===== src/rtl/p_acc.sv =====
// p_acc: batch accumulator for p_sub operands; one O_CONF sum per LEN accepts with sticky flags.
// Define P_ACC_SAT_EN to clamp the stored sum on overflow/underflow; otherwise it wraps.
package p_acc_pkg;
  typedef enum logic {INT, FXP} dtype_e;
  typedef struct packed {
    dtype_e dtype;
    logic   sign;
    int     prec;
    int     frac;
  } dconf_t;
endpackage

module p_acc
  import p_acc_pkg::*;
#(
  parameter dconf_t I_CONF = '{INT, 1'b1, 8, 0},
  parameter dconf_t O_CONF = '{INT, 1'b1, 16, 0},
  parameter int     LEN    = 4,
  localparam int    I_PREC = I_CONF.prec,
  localparam int    O_PREC = O_CONF.prec
) (
  input  logic              clk,
  input  logic              reset,
  input  logic [I_PREC-1:0] in,
  input  logic              in_ovf,
  input  logic              in_udf,
  input  logic              in_rounded,
  input  logic              in_valid,
  output logic              in_ready,
  output logic [O_PREC-1:0] out,
  output logic              out_valid,
  input  logic              out_ready,
  output logic              ovf,
  output logic              udf,
  output logic              rounded
);
  localparam int   W      = O_PREC + 2;
  localparam int   SH     = O_CONF.frac - I_CONF.frac;
  localparam int   CW     = (LEN > 1) ? $clog2(LEN) : 1;
  localparam logic I_SIGN = I_CONF.sign;
  localparam logic O_SIGN = O_CONF.sign;

  localparam logic signed [W-1:0] ONE  = W'(1);
  localparam logic signed [W-1:0] MAXV = O_SIGN ? (ONE <<< (O_PREC-1)) - ONE
                                                : (ONE <<< O_PREC) - ONE;
  localparam logic signed [W-1:0] MINV = O_SIGN ? -(ONE <<< (O_PREC-1)) : '0;

  typedef enum logic {ACC, HOLD} state_e;

  state_e             state_q;
  logic [CW-1:0]      cnt_q;
  logic [O_PREC-1:0]  acc_q, acc_d;
  logic               ovf_q, udf_q, rnd_q, out_valid_q;
  logic signed [W-1:0] in_ext, aligned, acc_ext, sum;
  logic               ovf_det, udf_det, accept;

  assign in_ext  = {{(W-I_PREC){I_SIGN & in[I_PREC-1]}}, in};
  assign aligned = in_ext <<< SH;
  assign acc_ext = {{2{O_SIGN & acc_q[O_PREC-1]}}, acc_q};
  assign sum     = acc_ext + aligned;
  assign ovf_det = sum > MAXV;
  assign udf_det = sum < MINV;

  always_comb begin
    acc_d = sum[O_PREC-1:0];
`ifdef P_ACC_SAT_EN
    if (ovf_det)      acc_d = MAXV[O_PREC-1:0];
    else if (udf_det) acc_d = MINV[O_PREC-1:0];
`endif
  end

  // Ready depends only on state (and reset), never on in_valid.
  assign in_ready = (state_q == ACC) & ~reset;
  assign accept   = in_valid & in_ready;

  always_ff @(posedge clk) begin
    if (reset) begin
      state_q     <= ACC;
      cnt_q       <= '0;
      acc_q       <= '0;
      ovf_q       <= 1'b0;
      udf_q       <= 1'b0;
      rnd_q       <= 1'b0;
      out_valid_q <= 1'b0;
    end else begin
      case (state_q)
        ACC: if (accept) begin
          acc_q <= acc_d;
          ovf_q <= ovf_q | in_ovf | ovf_det;
          udf_q <= udf_q | in_udf | udf_det;
          rnd_q <= rnd_q | in_rounded;
          if (cnt_q == CW'(LEN-1)) begin
            cnt_q       <= '0;
            state_q     <= HOLD;
            out_valid_q <= 1'b1;
          end else begin
            cnt_q <= cnt_q + CW'(1);
          end
        end
        HOLD: if (out_ready) begin
          // Handoff edge clears the batch so the next element starts from zero.
          state_q     <= ACC;
          out_valid_q <= 1'b0;
          acc_q       <= '0;
          ovf_q       <= 1'b0;
          udf_q       <= 1'b0;
          rnd_q       <= 1'b0;
        end
        default: state_q <= ACC;
      endcase
    end
  end

  assign out       = acc_q;
  assign out_valid = out_valid_q;
  assign ovf       = ovf_q;
  assign udf       = udf_q;
  assign rounded   = rnd_q;
endmodule


===== config.mk =====
export PLATFORM = sky130hd
export DESIGN_NAME = p_acc
export DESIGN_NICKNAME = d
export VERILOG_FILES = /design/src/rtl/p_acc.sv
export SDC_FILE = /design/constraint.sdc
export NUM_CORES = 1
export LEC_CHECK = 0
export CORE_AREA = 4 4 71 73
export DETAILED_ROUTE_END_ITERATION = 7
export DIE_AREA = 0 0 75 77
export PLACE_DENSITY = 0.6
export SYNTH_ARGS = -nofsm -noshare
export SYNTH_HDL_FRONTEND = slang
export SYNTH_SLANG_ARGS = --single-unit
export TNS_END_PERCENT = 10

===== constraint.sdc =====
create_clock -name clk -period 2.3 [get_ports clk]
set_input_delay 0.46 -clock clk [delete_from_list [all_inputs] [get_ports clk]]
set_output_delay 0.46 -clock clk [all_outputs]
set_load 0.05 [all_outputs]

Word level (Yosys, flattened, before mapping)
Index checks and enable logic that the tools add are counted.
{"block": "word_totals", "ff_bits": 23, "input_bits": 15, "output_inout_bits": 21, "elab_cells": 45}
{"block": "op_classes", "add_sub_neg": 2, "n_lt_le_gt_ge": 2, "n_eq_ne": 4, "n_mux": 18, "bitwise_logic": 9, "n_reduce_logical": 3}
{"op": "$mux 16", "count": 2}
{"op": "$pmux 16 s2", "count": 1}
{"op": "$add 16x8->17", "count": 1}
{"op": "$gt 17x16->1 const B", "count": 1}
{"op": "$lt 17x16->1 const B", "count": 1}
{"op": "$pmux 1 s2", "count": 5}
{"op": "$mux 1", "count": 9}
{"op": "$or 1x1->1", "count": 5}
{"op": "$ne 2x2->1 const B", "count": 2}
{"op": "$reduce_and 2->1", "count": 2}
{"op": "$reduce_and 3->1", "count": 1}
{"op": "$add 2x1->2 const B", "count": 1}
{"op": "$and 1x1->1", "count": 2}
{"op": "$eq 2x2->1 const B", "count": 1}
{"op": "$mux 2", "count": 1}
{"op": "$ne 2x1->1 const B", "count": 1}
{"op": "$not 1->1", "count": 2}

Logic depth before layout (Yosys ltp)
{"block": "logic_depth", "depth_word": 5, "depth_mapped": 9, "mapped_depth_nobuf": 9}

Least setup slack after synthesis
Ideal clock, no wire load.
{"block": "synth_path", "kind": "reg2reg", "startpoint": "register acc_q[0] (netlist: out[0])", "endpoint": "register udf_q (netlist: udf)", "setup_time_ns": 0.116, "t_arrival_ns": 2.353, "t_required_ns": 2.184, "path_slack_ns": -0.169, "stages_incl_launch_ff": 10, "path_buffers": 0, "period_less_slack_ns": 2.469, "cell_sequence": "dfxtp_1 -> ha_1 -> inv_1 -> fa_1 -> nand2b_1 -> a21oi_1 -> o21ai_1 -> o211ai_1 -> o221ai_1 -> a31o_2"}
{"block": "synth_via", "elab_chain_cells": 5}
{"item": "start, declared", "line_no": "52", "source": "logic [O_PREC-1:0] acc_q, acc_d;"}
{"item": "start signal, assigned", "line_no": "80", "source": "acc_q <= '0;"}
{"item": "start signal, assigned", "line_no": "88", "source": "acc_q <= acc_d;"}
{"item": "start signal, assigned", "line_no": "104", "source": "acc_q <= '0;"}
{"item": "$add 16x8->17", "line_no": "60", "source": "assign sum = acc_ext + aligned;"}
{"item": "$lt 17x16->1", "line_no": "62", "source": "assign udf_det = sum < MINV;"}
{"item": "$or 1x1->1", "line_no": "90", "source": "udf_q <= udf_q | in_udf | udf_det;"}
{"item": "$mux 1", "line_no": "87", "source": "ACC: if (accept) begin"}
{"item": "$pmux 1 s2", "line_no": "86", "source": "case (state_q)"}
{"item": "end signal, assigned", "line_no": "90"}
{"item": "end, declared", "line_no": "53", "source": "logic ovf_q, udf_q, rnd_q, out_valid_q;"}
Every way passes these cells. The select of a mux whose other input is x is not followed.
A chain may end at the register's enable or synchronous reset.

Final worst setup path
{"block": "layout_path", "startpoint": "input port in[0]", "endpoint": "register udf_q (netlist: udf)"}
{"block": "layout_via", "elab_chain_cells": 5}
{"item": "start, declared", "line_no": "24", "source": "input logic [I_PREC-1:0] in,"}
{"item": "$add 16x8->17", "line_no": "60"}
{"item": "$lt 17x16->1", "line_no": "62"}
{"item": "$or 1x1->1", "line_no": "90"}
{"item": "$mux 1", "line_no": "87"}
{"item": "$pmux 1 s2", "line_no": "86"}
Every way passes these cells. The select of a mux whose other input is x is not followed.

==> impl_metrics.yaml <==
routing:
  finalWirelength_um: 4330
  vias: 1690
  viasPerCell: 5.22
  drtAntennaViolNets: 0
  wl_per_cell_um: 13.4
  drc: 0
  drtIter0Drc: 82
  drtPass1Iterations: 4
job:
  drv_cap: 0
grt:
  grt_antenna_before_repair: 0
  gr-usage-met3_pct: 3.27
  grt_pass1_wl_um: 7330
  grt-busiest-layer: "met2"
  grt_start_max_net_pins: 15
  met1_usage_pct: 21.3
  met2_usage_pct: 24.7
  grt_use_total_pct: 15.5
  grt_pass1_vias: 1604
  grt_overflow_total: 0
synthesis:
  synthFlopType: "dfxtp_1"
  synth_cells: 205
  syn_avg_cell_area_um2: 7.93
  synth_top_area_share_pct: 28.3
  synth_cell_types: 36
  ys_ff_latch: 23
  yosysWarnings: 0
  synth_top_cell_by_area: "dfxtp_1"
  ys_async_sr_fraction_pct: 0
  synth_edf_count: 0
  ys_top_cells_by_area: "dfxtp_1, ha_1, a21oi_1, nor2_1, nand2_1"
  seq_area_frac_synth_pct: 28.3
  post-synth-top-count-cell: "nor2_1"
  syn_area_um2: 1630
  synth_common_cells: "nor2_1, a21oi_1, dfxtp_1, nand2_1, ha_1"
  syn_nets: 238
clock_tree:
  cts_root_buf: "clkbuf_8"
  clkLatencyLatePin_ns: 0.27
  cts_buffers: 3
  htreeDepth: 1
  cts_sinks: 23
  clk_pin_slew_worst_paths_ns: 0.10
  cts_tree: "built"
  cts.path.max_buffers: 2
place:
  hpwl_um: 3320
  gp_congestion: 0.784
  port_buffers: 35
  numPlacedInstances: 319
  place_area_um2: 2270
pwr:
  power_density_nw_per_um2: 635
  p_leak_nw: 0.975
  peakVddDrop_v: 0.000280
timing:
  period_needed_ns: 2.34
  clock_skew_ns: 0.00443
  finalHoldViolations: 0
  max-slew-margin-rel_pct: 66.1
  fin_ws_ns: -0.0415
  min_period_over_period_pct: 102
  tightest_slew_ns: 0.507
  clock.fmax_mhz: 427
  rsz0062_at_grt: "yes"
  slew_violations: 0
  final-setup-viol-count: 2
layout:
  drive_gt1_share_pct: 22.1
  final_cell_area_um2: 2410
  synthToLayoutAreaGrowth_pct: 48.0
  diodes: 0
  fin_cells: 324
  final_nets: 306
worst_setup_path:
  cp.arrival_ns: 2.52
  slowest_delay_ns: 0.46
  criticalPathCategory: "in -> reg"
  cp-endpoint: "udf$_SDFFE_PP0P_"
  crit_path_max_fanout: 2
  r2r_cells: 9
  r2r_slack_ns: 0.24
  crit_start: "in[0]"
  rr_startpoint: "out[0]$_SDFFE_PP0P_"
  r2r-end: "udf$_SDFFE_PP0P_"
  cpMaxStageDelayCell: "clkdlybuf4s50_1"
  cp-end-kind: "flip-flop"
  crit_chain: "clkdlybuf4s50_1, ha_2, inv_1, fa_2, nand2b_4, a21oi_4, o21ai_2, o211ai_1, o221ai_2, a31o_2"
  cp.required_ns: 2.47
  worstSetupStartpointType: "input pin"
floorplanning:
  die_w_um: 75
  die_h_um: 77
  coreArea_um2: 4350
  rows: 24
  die_area_um2: 5780
  ios: 36
  initial_core_util_pct: 37.3
run_status:
  violations: "negative setup slack"
  status: "finished, violations left"
hold_path:
  hold_path_class: "reg -> reg"
[cell usage in the layout (no fill, tap or decap), drive strengths merged, types with 2 or more instances in the layout]
cell           Yosys  layout
xnor2              5       5
a22oi              8       8
dfxtp             23      23
nand2             19      19
a32oi              2       2
o21a               4       4
ha                17      17
clkbuf             4       3
o221ai             2       2
o211ai             7       7
nor2              24      24
nor3               6       6
o21ai             13      13
clkdlybuf4s50      0      33
inv               10      10
nand2b             6       6
o31ai              3       3
nor2b              4       4
a21o               2       2
buf                2      35
nand3             10      10
a21oi             23      23
[how the worst min path moves through the flow]
stage,startpoint,endpoint,slack [ns],cells after the start
floorplan,cnt_q[1]$_SDFFE_PP0P_,cnt_q[1]$_SDFFE_PP0P_,0.44,2
global placement,out_valid$_SDFFE_PP0P_,out_valid$_SDFFE_PP0P_,0.44,2
detailed placement,out_valid$_SDFFE_PP0P_,out_valid$_SDFFE_PP0P_,0.45,2
CTS,out_valid$_SDFFE_PP0P_,out_valid$_SDFFE_PP0P_,0.46,2
global route,out_valid$_SDFFE_PP0P_,out_valid$_SDFFE_PP0P_,0.48,2
finish,cnt_q[1]$_SDFFE_PP0P_,cnt_q[1]$_SDFFE_PP0P_,0.46,2
[sequential cells by signal, indices dropped and copies added (netlist names)]
register and count:
cnt_q 2, out 16, out_valid 1, ovf 1, rounded 1, state_q 1
udf 1
[cell type report]
type / count / area, µm²
clock inverters: 1 / 7.51
fillers: 426 / 1950
clock buffers: 3 / 41.3
flip-flops and latches: 23 / 463
multi-input cells: 166 / 1180
well taps: 52 / 65.1
inverters: 10 / 37.5
repair buffers: 69 / 614
[through the flow]
step | hold WS, ns | power (mW) | utilization [%] | TNS (ns) | setup slack, ns
4_1_cts | 0.460 | 1.53 | 54.5 | 0 | 0.0244
6_report | 0.464 | 1.53 | 55.3 | -0.0519 | -0.0415
5_1_grt | 0.477 | 1.63 | 55.3 | -0.426 | -0.128
3_3_place_gp | 0.444 | 1.22 | 52.1 | -3.72 | -0.426
3_5_place_dp | 0.446 | 1.22 | 52.1 | -4.00 | -0.461
2_1_floorplan | 0.440 | 0.960 | - | 0 | 0.0196
[layer usage]
layer / vias up / routed length [µm]
li1: 884 / -
met1: 762 / 2130
met2: 38 / 1950
met3: 6 / 196
met4: 0 / 52
met5: - / 0
[power by group]
| part | internal, mW | switching (mW) |
|---|---|---|
| clock network | 0.123 | 0.152 |
| registers | 0.442 | 0.0345 |
| logic | 0.345 | 0.431 |
| total | 0.910 | 0.618 |
[critical path: cells and delay by family]
kind                     cells  cell delay (ns)
adder cells (fa/ha/maj)      2             0.52
buffers and inverters        2             0.52
AO/OA/AOI/OAI                5             0.85
AND/OR/NAND/NOR              1             0.17
[cell families after synthesis]
logic type	after synthesis	share of synthesized area [%]
AOI/OAI and AO/OA	71	29.8
xor gates and xnor gates	6	3.23
and+or+nand+nor	71	20.1
DFF	23	28.3
adders and majority gates	18	14.3
buffers and inverters	16	4.23
[what timing repair did]
item                       in CTS  in global routing
pin swaps                       3                  8
setup endpoints to repair       7                 10
gates resized for setup        12                  7
buffers inserted                0                  1
hold buffers                    0                  0
Note: power is estimated with default switching activity, not from simulation.
